## src/rtl/alu_seq.sv

```systemverilog
// alu_seq: sequential ALU with single-cycle add/sub/logic/shift and
// iterative shift-add multiply and restoring divide.
//
// Ports:
//   clk   - rising-edge clock
//   rst   - asynchronous active-high reset
//   start - request strobe, accepted when the unit can take a new operation
//   s     - op select: 0 add, 1 sub, 2 and, 3 or, 4 xor, 5 shl, 6 mul, 7 div
//   a, b  - unsigned operands (WIDTH bits)
//   y     - registered 2*WIDTH result, held until the next completion
//   busy  - high while mul/div iterates
//   done  - one-cycle pulse with each new y
//   dbz   - divide-by-zero flag, updated with y
module alu_seq #(
  parameter int unsigned WIDTH = 4
) (
  input  logic               clk,
  input  logic               rst,
  input  logic               start,
  input  logic [2:0]         s,
  input  logic [WIDTH-1:0]   a,
  input  logic [WIDTH-1:0]   b,
  output logic [2*WIDTH-1:0] y,
  output logic               busy,
  output logic               done,
  output logic               dbz
);

  localparam int unsigned CntW = (WIDTH > 2) ? $clog2(WIDTH) : 1;

  typedef enum logic [1:0] {StIdle, StIter, StDone} state_e;

  state_e state_q, state_d;

  logic               go_q;      // an accepted operation launches this cycle
  logic [2:0]         op_q;
  logic [WIDTH-1:0]   a_q, b_q;
  logic [2*WIDTH-1:0] acc_q;
  logic [CntW-1:0]    cnt_q;
  logic [2*WIDTH-1:0] y_q;
  logic               dbz_q;

  logic               is_multi;
  logic               accept;
  logic               last_step;
  logic [2*WIDTH-1:0] single_res;
  logic [2*WIDTH-1:0] step_res;
  logic [WIDTH:0]     mul_sum;
  logic [WIDTH:0]     div_tmp;
  logic [WIDTH:0]     div_rem;
  logic               div_ge;
  logic [32:0]        b_ext;

  assign is_multi  = (op_q[2:1] == 2'b11);
  assign last_step = (cnt_q == CntW'(WIDTH - 1));
  // The launch cycle of a mul/div is treated like busy so the latched
  // operands cannot be overwritten before iteration starts.
  assign accept    = start && (state_q != StIter) && !(go_q && is_multi);
  assign b_ext     = 33'(b_q);

  // Single-cycle results from the latched operands.
  always_comb begin
    single_res = '0;
    unique case (op_q)
      3'd0: single_res = {{WIDTH{1'b0}}, a_q} + {{WIDTH{1'b0}}, b_q};
      3'd1: single_res = {{WIDTH{1'b0}}, a_q} - {{WIDTH{1'b0}}, b_q};
      3'd2: single_res = {{WIDTH{1'b0}}, a_q & b_q};
      3'd3: single_res = {{WIDTH{1'b0}}, a_q | b_q};
      3'd4: single_res = {{WIDTH{1'b0}}, a_q ^ b_q};
      3'd5: begin
        if (b_ext >= 33'(2 * WIDTH)) single_res = '0;
        else                         single_res = {{WIDTH{1'b0}}, a_q} << b_q;
      end
      default: single_res = '0;
    endcase
  end

  // One iteration step. acc_q holds {hi, multiplier} for mul and
  // {remainder, dividend/quotient} for div.
  always_comb begin
    mul_sum = {1'b0, acc_q[2*WIDTH-1:WIDTH]} + (acc_q[0] ? {1'b0, a_q} : '0);
    div_tmp = {acc_q[2*WIDTH-1:WIDTH], acc_q[WIDTH-1]};
    div_ge  = (div_tmp >= {1'b0, b_q});
    div_rem = div_ge ? (div_tmp - {1'b0, b_q}) : div_tmp;
    if (op_q[0]) step_res = {div_rem[WIDTH-1:0], acc_q[WIDTH-2:0], div_ge};
    else         step_res = {mul_sum, acc_q[WIDTH-1:1]};
  end

  // State register.
  always_ff @(posedge clk or posedge rst) begin
    if (rst) state_q <= StIdle;
    else     state_q <= state_d;
  end

  // Next-state logic.
  always_comb begin
    state_d = state_q;
    unique case (state_q)
      StIdle, StDone: begin
        if (go_q) state_d = is_multi ? StIter : StDone;
        else      state_d = StIdle;
      end
      StIter:  state_d = last_step ? StDone : StIter;
      default: state_d = StIdle;
    endcase
  end

  // Outputs.
  always_comb begin
    busy = (state_q == StIter);
    done = (state_q == StDone);
    y    = y_q;
    dbz  = dbz_q;
  end

  // Datapath registers.
  always_ff @(posedge clk or posedge rst) begin
    if (rst) begin
      go_q  <= 1'b0;
      op_q  <= '0;
      a_q   <= '0;
      b_q   <= '0;
      acc_q <= '0;
      cnt_q <= '0;
      y_q   <= '0;
      dbz_q <= 1'b0;
    end else begin
      go_q <= accept;
      if (accept) begin
        a_q  <= a;
        b_q  <= b;
        op_q <= s;
      end
      if (go_q) begin
        if (is_multi) begin
          acc_q <= op_q[0] ? {{WIDTH{1'b0}}, a_q} : {{WIDTH{1'b0}}, b_q};
          cnt_q <= '0;
        end else begin
          y_q   <= single_res;
          dbz_q <= 1'b0;
        end
      end else if (state_q == StIter) begin
        acc_q <= step_res;
        cnt_q <= cnt_q + 1'b1;
        if (last_step) begin
          y_q   <= step_res;
          dbz_q <= op_q[0] && (b_q == '0);
        end
      end
    end
  end

endmodule

```

## config.mk

```make
export PLATFORM = sky130hd
export DESIGN_NAME = alu_seq
export DESIGN_NICKNAME = d
export VERILOG_FILES = /design/src/rtl/alu_seq.sv
export SDC_FILE = /design/constraint.sdc
export NUM_CORES = 1
export LEC_CHECK = 0
export CORE_MARGIN = 3
export CORE_UTILIZATION = 60
export CTS_BUF_LIST = sky130_fd_sc_hd__clkbuf_2 sky130_fd_sc_hd__clkbuf_4 sky130_fd_sc_hd__clkbuf_8
export DETAILED_ROUTE_END_ITERATION = 12
export PLACE_DENSITY = 0.83
export SKIP_LAST_GASP = 1
export SLEW_MARGIN = 15
export SYNTH_ARGS = -nofsm -noshare
export SYNTH_HDL_FRONTEND = slang
export SYNTH_SLANG_ARGS = --single-unit
```

## constraint.sdc

```tcl
create_clock -name clk -period 6.5 [get_ports clk]
set_input_delay 1.3 -clock clk [delete_from_list [all_inputs] [get_ports clk]]
set_output_delay 1.3 -clock clk [all_outputs]
set_load 0.01 [all_outputs]
```

# Word-level counts from Yosys, hierarchy flattened
# Index checks and enable logic that the tools add are counted.
# word_totals
ff_bits	33
latchBits	0
mem_bits_rw	0
mem_bits_ro	0
word_cells	69
mem_count	0
# classes
n_addsub	5
mul	0
div	0
magnitude_cmp	2
n_eq_ne	12
shift	1
n_mux	24
n_bitwise	3
reduce_logical	13
# ops
op	count
$mux 8	9
$pmux 8 s6	1
$mux 2	6
$mux 4	3
$add 4x4->5	2
$shl 4x4->8	1
$eq 2x2->1 const B	3
$eq 3x2->1 const B	2
$eq 3x3->1 const B	2
$ge 5x4->1	1
$sub 4x4->5	1
$and 4x4->4	1
$ge 4x4->1 const B	1
$logic_and 1x1->1	4
$logic_not 4->1	1
$mux 1	4
$ne 2x1->1 const B	2
$or 4x4->4	1
$pmux 2 s2	1
$reduce_bool 2->1	2
$sub 4x4->4	1
$xor 4x4->4	1
$eq 3x1->1 const B	1
$logic_not 3->1	1
other kinds (8)	8

# Longest topological paths before layout
# Gate-level depths: netlist (run 1).
# logic_depth
ltp_word	6
ltp_mapped	9

# Worst setup path after synthesis (run 1)
# No wires, ideal clock.
# synth_timing
kind	reg-to-reg
start	register b_q[2]
end	register acc_q[0]
setup_time_ns	0.125
arrival_time_ns	2.255
required_time_ns	6.375
slack_ns	4.120
stages_incl_launch_ff	9
n_path_buf	1
synth_period_minus_slack_ns	2.380
path_cell_list	dfrtp_1 clkbuf_1 inv_1 ha_1 o21ai_1 nand2_4 and2_4 mux4_2 mux2_4
# synth_between
elab_chain_cells	4
# synth_rtl
item	line	rtl
start: declaration	37	logic [WIDTH-1:0] a_q, b_q;
start signal: assignment	122	b_q <= '0;
start signal: assignment	131	b_q <= b;
$ge 5x4->1	83	div_ge = (div_tmp >= {1'b0, b_q});
$mux 8	85	if (op_q[0]) step_res = {div_rem[WIDTH-1:0], acc_q[WIDTH-2:0], div_ge};
$mux 8	142	end else if (state_q == StIter) begin
$mux 8	134	if (go_q) begin
end signal: assignment	136	acc_q <= op_q[0] ? {{WIDTH{1'b0}}, a_q} : {{WIDTH{1'b0}}, b_q};
end signal: assignment	143	acc_q <= step_res;
end: declaration	38	logic [2*WIDTH-1:0] acc_q;
# No other way between the ends. The select of a mux whose other input is x is not followed.
# A chain may end at the register's enable or synchronous reset.

# Final worst setup path (run 1)
# layout_timing
start	register state_q[1]
end	output port busy
# layout_between
elab_chain_cells	1
# layout_rtl
item	line	rtl
start: declaration	33	state_e state_q, state_d;
start signal: assignment	91	if (rst) state_q <= StIdle;
start signal: assignment	92	else state_q <= state_d;
$eq 2x1->1	110	busy = (state_q == StIter);
end: declaration	24	output logic busy,
# No other way between the ends.

==> key figures, run 1 <==
Outcome
  • Status: finished, final reports clean

Floorplan
  • FP Rows: 23
  • Core box area: ~4100 um^2
  • IO Pins: 25
  • Area of the die: between 5000 and 6000 um^2
  • Die Wd: just over 70 um
  • Initial core utilization: around 64%
  • Die H: slightly above 70 um

Yosys
  • Simple-gate area share of the yosys netlist: approximately 19%
  • Synth top area cells: dfrtp_1 (31%), ha_1 (11%), nand2_1 (5.0%)
  • Post-Syn Instances: around 300
  • Post-synthesis sequential area ratio: 31.1%
  • Portion of netlist area occupied by mux cells: ~7%
  • Syn_area_per_cell: a little under 9 um^2
  • Synth Area in Adders: around 14%
  • Largest family of logic cells by synthesized area: compound AO/OA/AOI/OAI gates
  • Yosys top cell by area: dfrtp_1
  • Top-count cell post-synth: nand2_1
  • Area of the mapped netlist: around 2700 um^2
  • Yosys warns: 0
  • Post-synthesis register bit count: 33
  • Async set or reset register ratio after synthesis: between 90% and 100%
  • Synth cell count leaders: nand2_1 (35), dfrtp_1 (33), ha_1 (23), o21ai_0 (21), inv_1 (19)
  • Post-synth EDFFs: 0
  • Synth Area in XOR/XNOR: under 10%
  • Synth unique cells: 60
  • Top-area cell type share of the netlist area: between 30% and 40%
  • Primary FF master, synth: dfrtp_1
  • Syn nets: roughly 340
  • Complex-gate fraction of the synthesized area: 21.2%

Power
  • Pleak: between 1 and 1.5 nW
  • Pwr/cell area: about 530 nW/um^2
  • Worst VDD drop: 0.000316 V

Clocking
  • Insertion delay to the later sink of the worst-skew pair: 0.29 ns
  • Hold buffer count at cts: 0
  • CTS tree: done
  • H-tree levels: 2
  • CTS sink cnt: 33
  • Clock buffer depth: 2
  • Post-CTS setup repair buffer count: 0
  • Gates resized, CTS repair: 0
  • Worst-path clk slew: approximately 0.07 ns
  • Num CTS Buffers: 5
  • Clk root buf: clkbuf_8

Setup path
  • Largest stage delay on the critical path: ~0.53 ns
  • CP bufs+invs: 2
  • Reg2reg path depth: 7
  • Crit end category: output pin
  • Critical path depth: 3
  • WP data required: about 5.2 ns
  • Crit-path slowest cell: clkdlybuf4s50_1
  • Kind of critical path: reg2out
  • Top delay family on crit path: buffers and inverters
  • Startpoint Class: flop
  • Critical path fanouts, max: 5
  • CP cell instances: nand2b_1 -> inv_1 -> clkdlybuf4s50_1
  • CP Data Arrival Time: 1.54 ns

Min path
  • HP Class: reg2reg
  • Hold Crit Depth: 1

Timing
  • Final setup TNS: 0 ns
  • Worst-Margin Slew: just under 0.9 ns
  • Final setup fails: 0
  • Clock skew: 0.00344 ns
  • Worst setup margin: between 3 and 4 ns
  • Relative slew slack: 41.6%
  • Period utilization: ~44%
  • F_max: 0.352 GHz
  • Hold Vio Cnt, Final: 0
  • RSZ-0062 raised after global routing: no
  • Min Clock Period, post-route: 2.84 ns
  • Max-slew violation count: 0
  • Hold_ws: around 0.51 ns

Routing
  • 1st-iter DRT viols: approximately 260
  • Via/cell ratio: 6.53
  • Via Count: 2395
  • DR pass1 iterations: 5
  • DRC: 0
  • Routed len/inst: roughly 19 um
  • Post-Route WL: between 6 and 7 mm
  • Antenna viol nets, final: 0

Placed design
  • Detailed Place HPWL: between 5 and 6 mm
  • Dpl ws: a little under 4 ns
  • Gpl congestion: between 0.9 and 1
  • Port bufs: 24

GRT
  • Largest net degree at the start of global routing: 34
  • First-pass GRT wire length: 11.5 mm
  • GRT Total Usage: between 20% and 30%
  • Initial antenna violation count: 0
  • GRT overflow: 0
  • Number of global-route vias before repair: ~2300

Cells and area
  • ANT cells: 0
  • Fraction of layout cells with a size suffix above 1: about 6.6%
  • # nets final: between 300 and 400
  • Area grow syn2layout: 13.7%

Flow run
  • Maxcap violations: 0
==> cell families (layout without fill, tap and decap cells) <==
family / after synthesis / after routing
xor gates and xnor gates: 7 / 7
AOI/OAI and AO/OA: 84 / 84
adders and majority gates: 27 / 27
DFF: 33 / 33
muxes: 15 / 15
buffers and inverters: 36 / 52
and+or+nand+nor: 99 / 99
==> layout make-up <==
class	count	area [um^2]
Inverter	19	71.3
Clock inverter	1	30.0
Multi-Input combinational cell	232	1690
Sequential cell	33	826
Clock buffer	7	90.1
Fill cell	326	1130
Timing Repair Buffer	25	248
Tap cell	50	62.6
==> cells in the final DEF, fill, tap and decap left out, drive strengths merged, types with 3 or more instances in the layout <==
cell type      synthesis  routed
a211oi                 5       5
a21o                   5       5
a21oi                 14      14
a221oi                 3       3
and2                   6       6
clkbuf                14       7
clkdlybuf4s50          0      24
dfrtp                 33      33
fa                     4       4
ha                    23      23
inv                   19      19
mux2                   3       3
mux2i                 10      10
nand2                 36      36
nand2b                 6       6
nand3                 10      10
nor2                  18      18
nor2b                  7       7
nor3                   3       3
nor4                   3       3
o21ai                 25      25
o22ai                  4       4
xnor2                  4       4
xor2                   3       3
==> registers in the layout, indices dropped and copies added, names as in the netlist <==
name,count
go_q,1
state_q,2
y,8
a_q,4
cnt_q,2
acc_q,8
b_q,4
dbz,1
op_q,3
==> per-stage QoR <==
stage               std cells  utilization, %  instance area [um^2]  power [mW]
detailed placement        359            69.9                  2900        1.36
CTS                       367            72.8                  3020        1.58
global placement          359            69.9                  2900        1.33
finish                    367            72.8                  3020        1.59
global route              367            72.8                  3020        1.71
floorplan                 301               -                  2650        1.09
==> worst paths after layout <==
path / end / start / slack, ns
setup / recovery: busy / state_q[1] / 3.66
hold / removal: y[6] / y[6] / 0.51
setup reg to reg: acc_q[0] / b_q[1] / 3.98
hold reg to reg: y[6] / y[6] / 0.51
max in group asynchronous: y[6] / rst / 4.78
min in group asynchronous: op_q[2] / rst / 1.41
==> where the power goes <==
part	total, mW	switching, mW	internal, mW
Combinational	0.919	0.487	0.432
Sequential	0.461	0.171	0.290
Clock	0.208	0.0792	0.129
==> per-layer routing <==
metal / track usage (%) / wire [um]
met1: 39.2 / 3010
met4: 11.1 / 170
met5: 0 / 0
met3: 6.23 / 508
met2: 44.6 / 3250
No activity file was read; power rests on OpenSTA's default activity.
==> inputs of run 2 (changes only) <==
--- a/config.mk
+++ b/config.mk
@@ -6,10 +6,10 @@
 export NUM_CORES = 1
 export LEC_CHECK = 0
 export CORE_MARGIN = 3
-export CORE_UTILIZATION = 60
+export CORE_UTILIZATION = 54
 export CTS_BUF_LIST = sky130_fd_sc_hd__clkbuf_2 sky130_fd_sc_hd__clkbuf_4 sky130_fd_sc_hd__clkbuf_8
 export DETAILED_ROUTE_END_ITERATION = 12
-export PLACE_DENSITY = 0.83
+export PLACE_DENSITY = 0.79
 export SKIP_LAST_GASP = 1
 export SLEW_MARGIN = 15
 export SYNTH_ARGS = -nofsm -noshare
==> constraint.sdc (replaced) <==
create_clock -name clk -period 2.3 [get_ports clk]
set_input_delay 0.46 -clock clk [delete_from_list [all_inputs] [get_ports clk]]
set_output_delay 0.46 -clock clk [all_outputs]
set_load 0.01 [all_outputs]
==> run 2 against run 1 <==
Routed wire length rose by 4.4%. Utilization fell by 2.0 points. Largest power group unchanged. Largest cell class unchanged. Critical endpoint is now y[4]. Count of clock-buffer cells in the layout fell by 1. Total power rose to 3.0 times the previous value. Die area rose by 10%. Sequential share of layout area fell by 1.7 points. Clock skew rose by 0.0026 ns. Worst hold slack got worse by 0.017 ns. Sequential power rose by 140%. Highest routed layer unchanged.
==> key figures, run 2 (synthesis results as in run 1) <==
Min path
  • HP Class: reg2reg
  • Hold path startpoint: y[0]
  • Hold Crit Depth: 1 (unchanged)

Routing
  • Via/cell ratio: 6.10 (-6.5%)
  • 1st-iter DRT viols: 178 (-30%)
  • DRC: 0 (unchanged)
  • Post-Route WL: 7.24 mm (+4.4%)
  • DR pass1 iterations: 5 (unchanged)
  • Antenna viol nets, final: 0 (unchanged)
  • Via Count: 2458 (+2.6%)
  • Routed len/inst: 18.0 um (-4.9%)

Setup path
  • WP data required: 2.52 ns (-2.68 ns)
  • Crit end category: flop
  • Startpoint Class: flop
  • Largest stage delay on the critical path: 0.45 ns (-0.08 ns)
  • R2r startpoint: a_q[0]
  • Critical path fanouts, max: 6 (+1)
  • CP cell instances: inv_1 -> ha_1 -> inv_1 -> fa_1 -> nand2b_1 -> a21oi_1 -> a2111oi_2 -> o31ai_1 -> a21oi_1
  • Kind of critical path: reg2reg
  • Reg2reg path depth: 9 (+2)
  • CP Data Arrival Time: 2.40 ns (+0.86 ns)
  • Crit-path slowest cell: dfrtp_1
  • Setup crit start: a_q[0]

Cells and area
  • Fraction of layout cells with a size suffix above 1: 13.3% (+6.7 points)
  • # nets final: 378 (+5.9%)
  • Filler instances: 344 (+5.5%)
  • Multi-input combinational cell area: 1710 um^2 (+1.0%)
  • Reg area: 826 um^2 (unchanged)
  • Most common cell after layout, fill and taps aside: nand2_1
  • ANT cells: 0 (unchanged)
  • Fin cells: 403 (+9.8%)
  • Area grow syn2layout: 21.0%
  • Most frequent cells in the layout: nand2_1 (35), dfrtp_1 (33), clkdlybuf4s50_1 (24)

Timing
  • Relative slew slack: 55.2% (+14 points)
  • F_max: roughly 0.46 GHz
  • Final setup TNS: 0 ns (unchanged)
  • Worst-Margin Slew: 0.666 ns (-0.210 ns)
  • Clock skew: 0.00606 ns (+0.00261 ns)
  • RSZ-0062 raised after global routing: no
  • Final setup fails: 0 (unchanged)
  • Max-slew violation count: 0 (unchanged)
  • Hold Vio Cnt, Final: 0 (unchanged)
  • Period utilization: approximately 95%
  • Hold_ws: 0.493 ns (-0.0166 ns)
  • Min Clock Period, post-route: ~2.2 ns

Floorplan
  • Die H: 76.1 um (+5.0%)
  • IO Pins: 25 (unchanged)
  • Area of the die: 5790 um^2 (+10%)
  • FP Rows: 24 (+4.3%)
  • Initial core utilization: 58.5% (-5.5 points)
  • Die Wd: 76.1 um (+5.0%)
  • Core box area: 4530 um^2 (+9.4%)

Power
  • Net Switching: 2.17 mW (+200%)
  • Clk pwr share: 12.3% (-0.8 points)
  • Pint: 2.61 mW (+210%)
  • Pwr/cell area: 1490 nW/um^2 (+180%)
  • Worst VDD drop: 0.000793 V (+150%)
  • Sequential power share: 23.5% (-5.5 points)
  • Sw frac: 45.5% (-0.90 points)
  • Power share of the combinational group: 64.2% (+6.3 points)
  • Pleak: 1.47 nW (+7.3%)

GRT
  • Number of global-route vias before repair: 2447 (+4.2%)
  • Largest net degree at the start of global routing: 34 (unchanged)
  • GRT overflow: 0 (unchanged)
  • First-pass GRT wire length: 12.3 mm (+7.6%)
  • GRT Total Usage: 26.6% (-2.1 points)
  • Initial antenna violation count: 0 (unchanged)

Clocking
  • Num CTS Buffers: 5 (unchanged)
  • Hold buffer count at cts: 0 (unchanged)
  • Clock buffer depth: 2 (unchanged)
  • CTS tree: done
  • Insertion delay to the later sink of the worst-skew pair: 0.30 ns (about the same)
  • CTS sink cnt: 33 (unchanged)
  • Worst-path clk slew: 0.07 ns (about the same)
  • H-tree levels: 2 (unchanged)
  • Clk root buf: clkbuf_8

Placed design
  • Cells after DPL: 395 (+10%)
  • Port bufs: 24 (unchanged)
  • Gpl congestion: 1.00 (+7.1%)
  • Detailed Place HPWL: 5.35 mm (+5.7%)

Flow run
  • Maxcap violations: 0 (unchanged)

Outcome
  • Status: finished, final reports clean
## run 2: area by class of cell
| class | count | share of cell area (%) |
|---|---|---|
| Tap cell | 65 | 2.53 |
| Timing Repair Buffer | 46 | 12.6 |
| Clock buffer | 6 | 2.57 |
| Clock inverter | 2 | 1.17 |
| Inverter | 19 | 2.22 |
| Sequential cell | 33 | 25.7 |
| Multi-Input combinational cell | 232 | 53.1 |
## run 2: worst max-delay path: cells and delay by family, from the launching register on
kind                       cells  cell delay, ns
DFF                            1            0.45
buffers and inverters          2            0.18
and+or+nand+nor                1            0.10
adders and majority gates      2            0.60
AOI/OAI and AO/OA              4            0.78
## run 2: routing by layer
layer	GRT usage, %	vias up	part of all wire, %
met4	12.1	0	2.6
met5	0	-	0
met1	35.3	1160	44
met2	41.8	124	47
met3	5.56	21	7.2
li1	-	1153	-
## run 2: final timing paths
kind	endpoint	slack, ns
max	y[4]	0.12
min	y[0]	0.49
max reg2reg	y[4]	0.12
min reg2reg	y[0]	0.49
max in group asynchronous	a_q[0]	1.41
min in group asynchronous	op_q[1]	0.57
## run 2: metrics by stage
step	setup slack, ns	utilization, %	area, um^2	total power [mW]
after floorplan	0.0220	-	2650	3.08
after global placement	-0.0416	67.7	3070	4.01
after detailed placement	-0.000466	67.7	3070	4.06
after CTS	0.0187	70.4	3190	4.70
after global routing	0.00339	70.8	3210	5.15
final	0.116	70.8	3210	4.78
## run 2: repair_timing
action                     4_1_cts  5_1_grt
pin swaps                        0        1
setup endpoints to repair        1        3
resized for setup                1        3
buffers inserted                 0        0
## run 2: power by group through the flow
stage	Combinational [mW]	Sequential (mW)	Clock, mW
2_1_floorplan	2.02	1.06	0
3_3_place_gp	2.90	1.11	0
3_5_place_dp	2.94	1.12	0
4_1_cts	2.99	1.12	0.596
5_1_grt	3.37	1.16	0.617
6_report	3.07	1.12	0.590
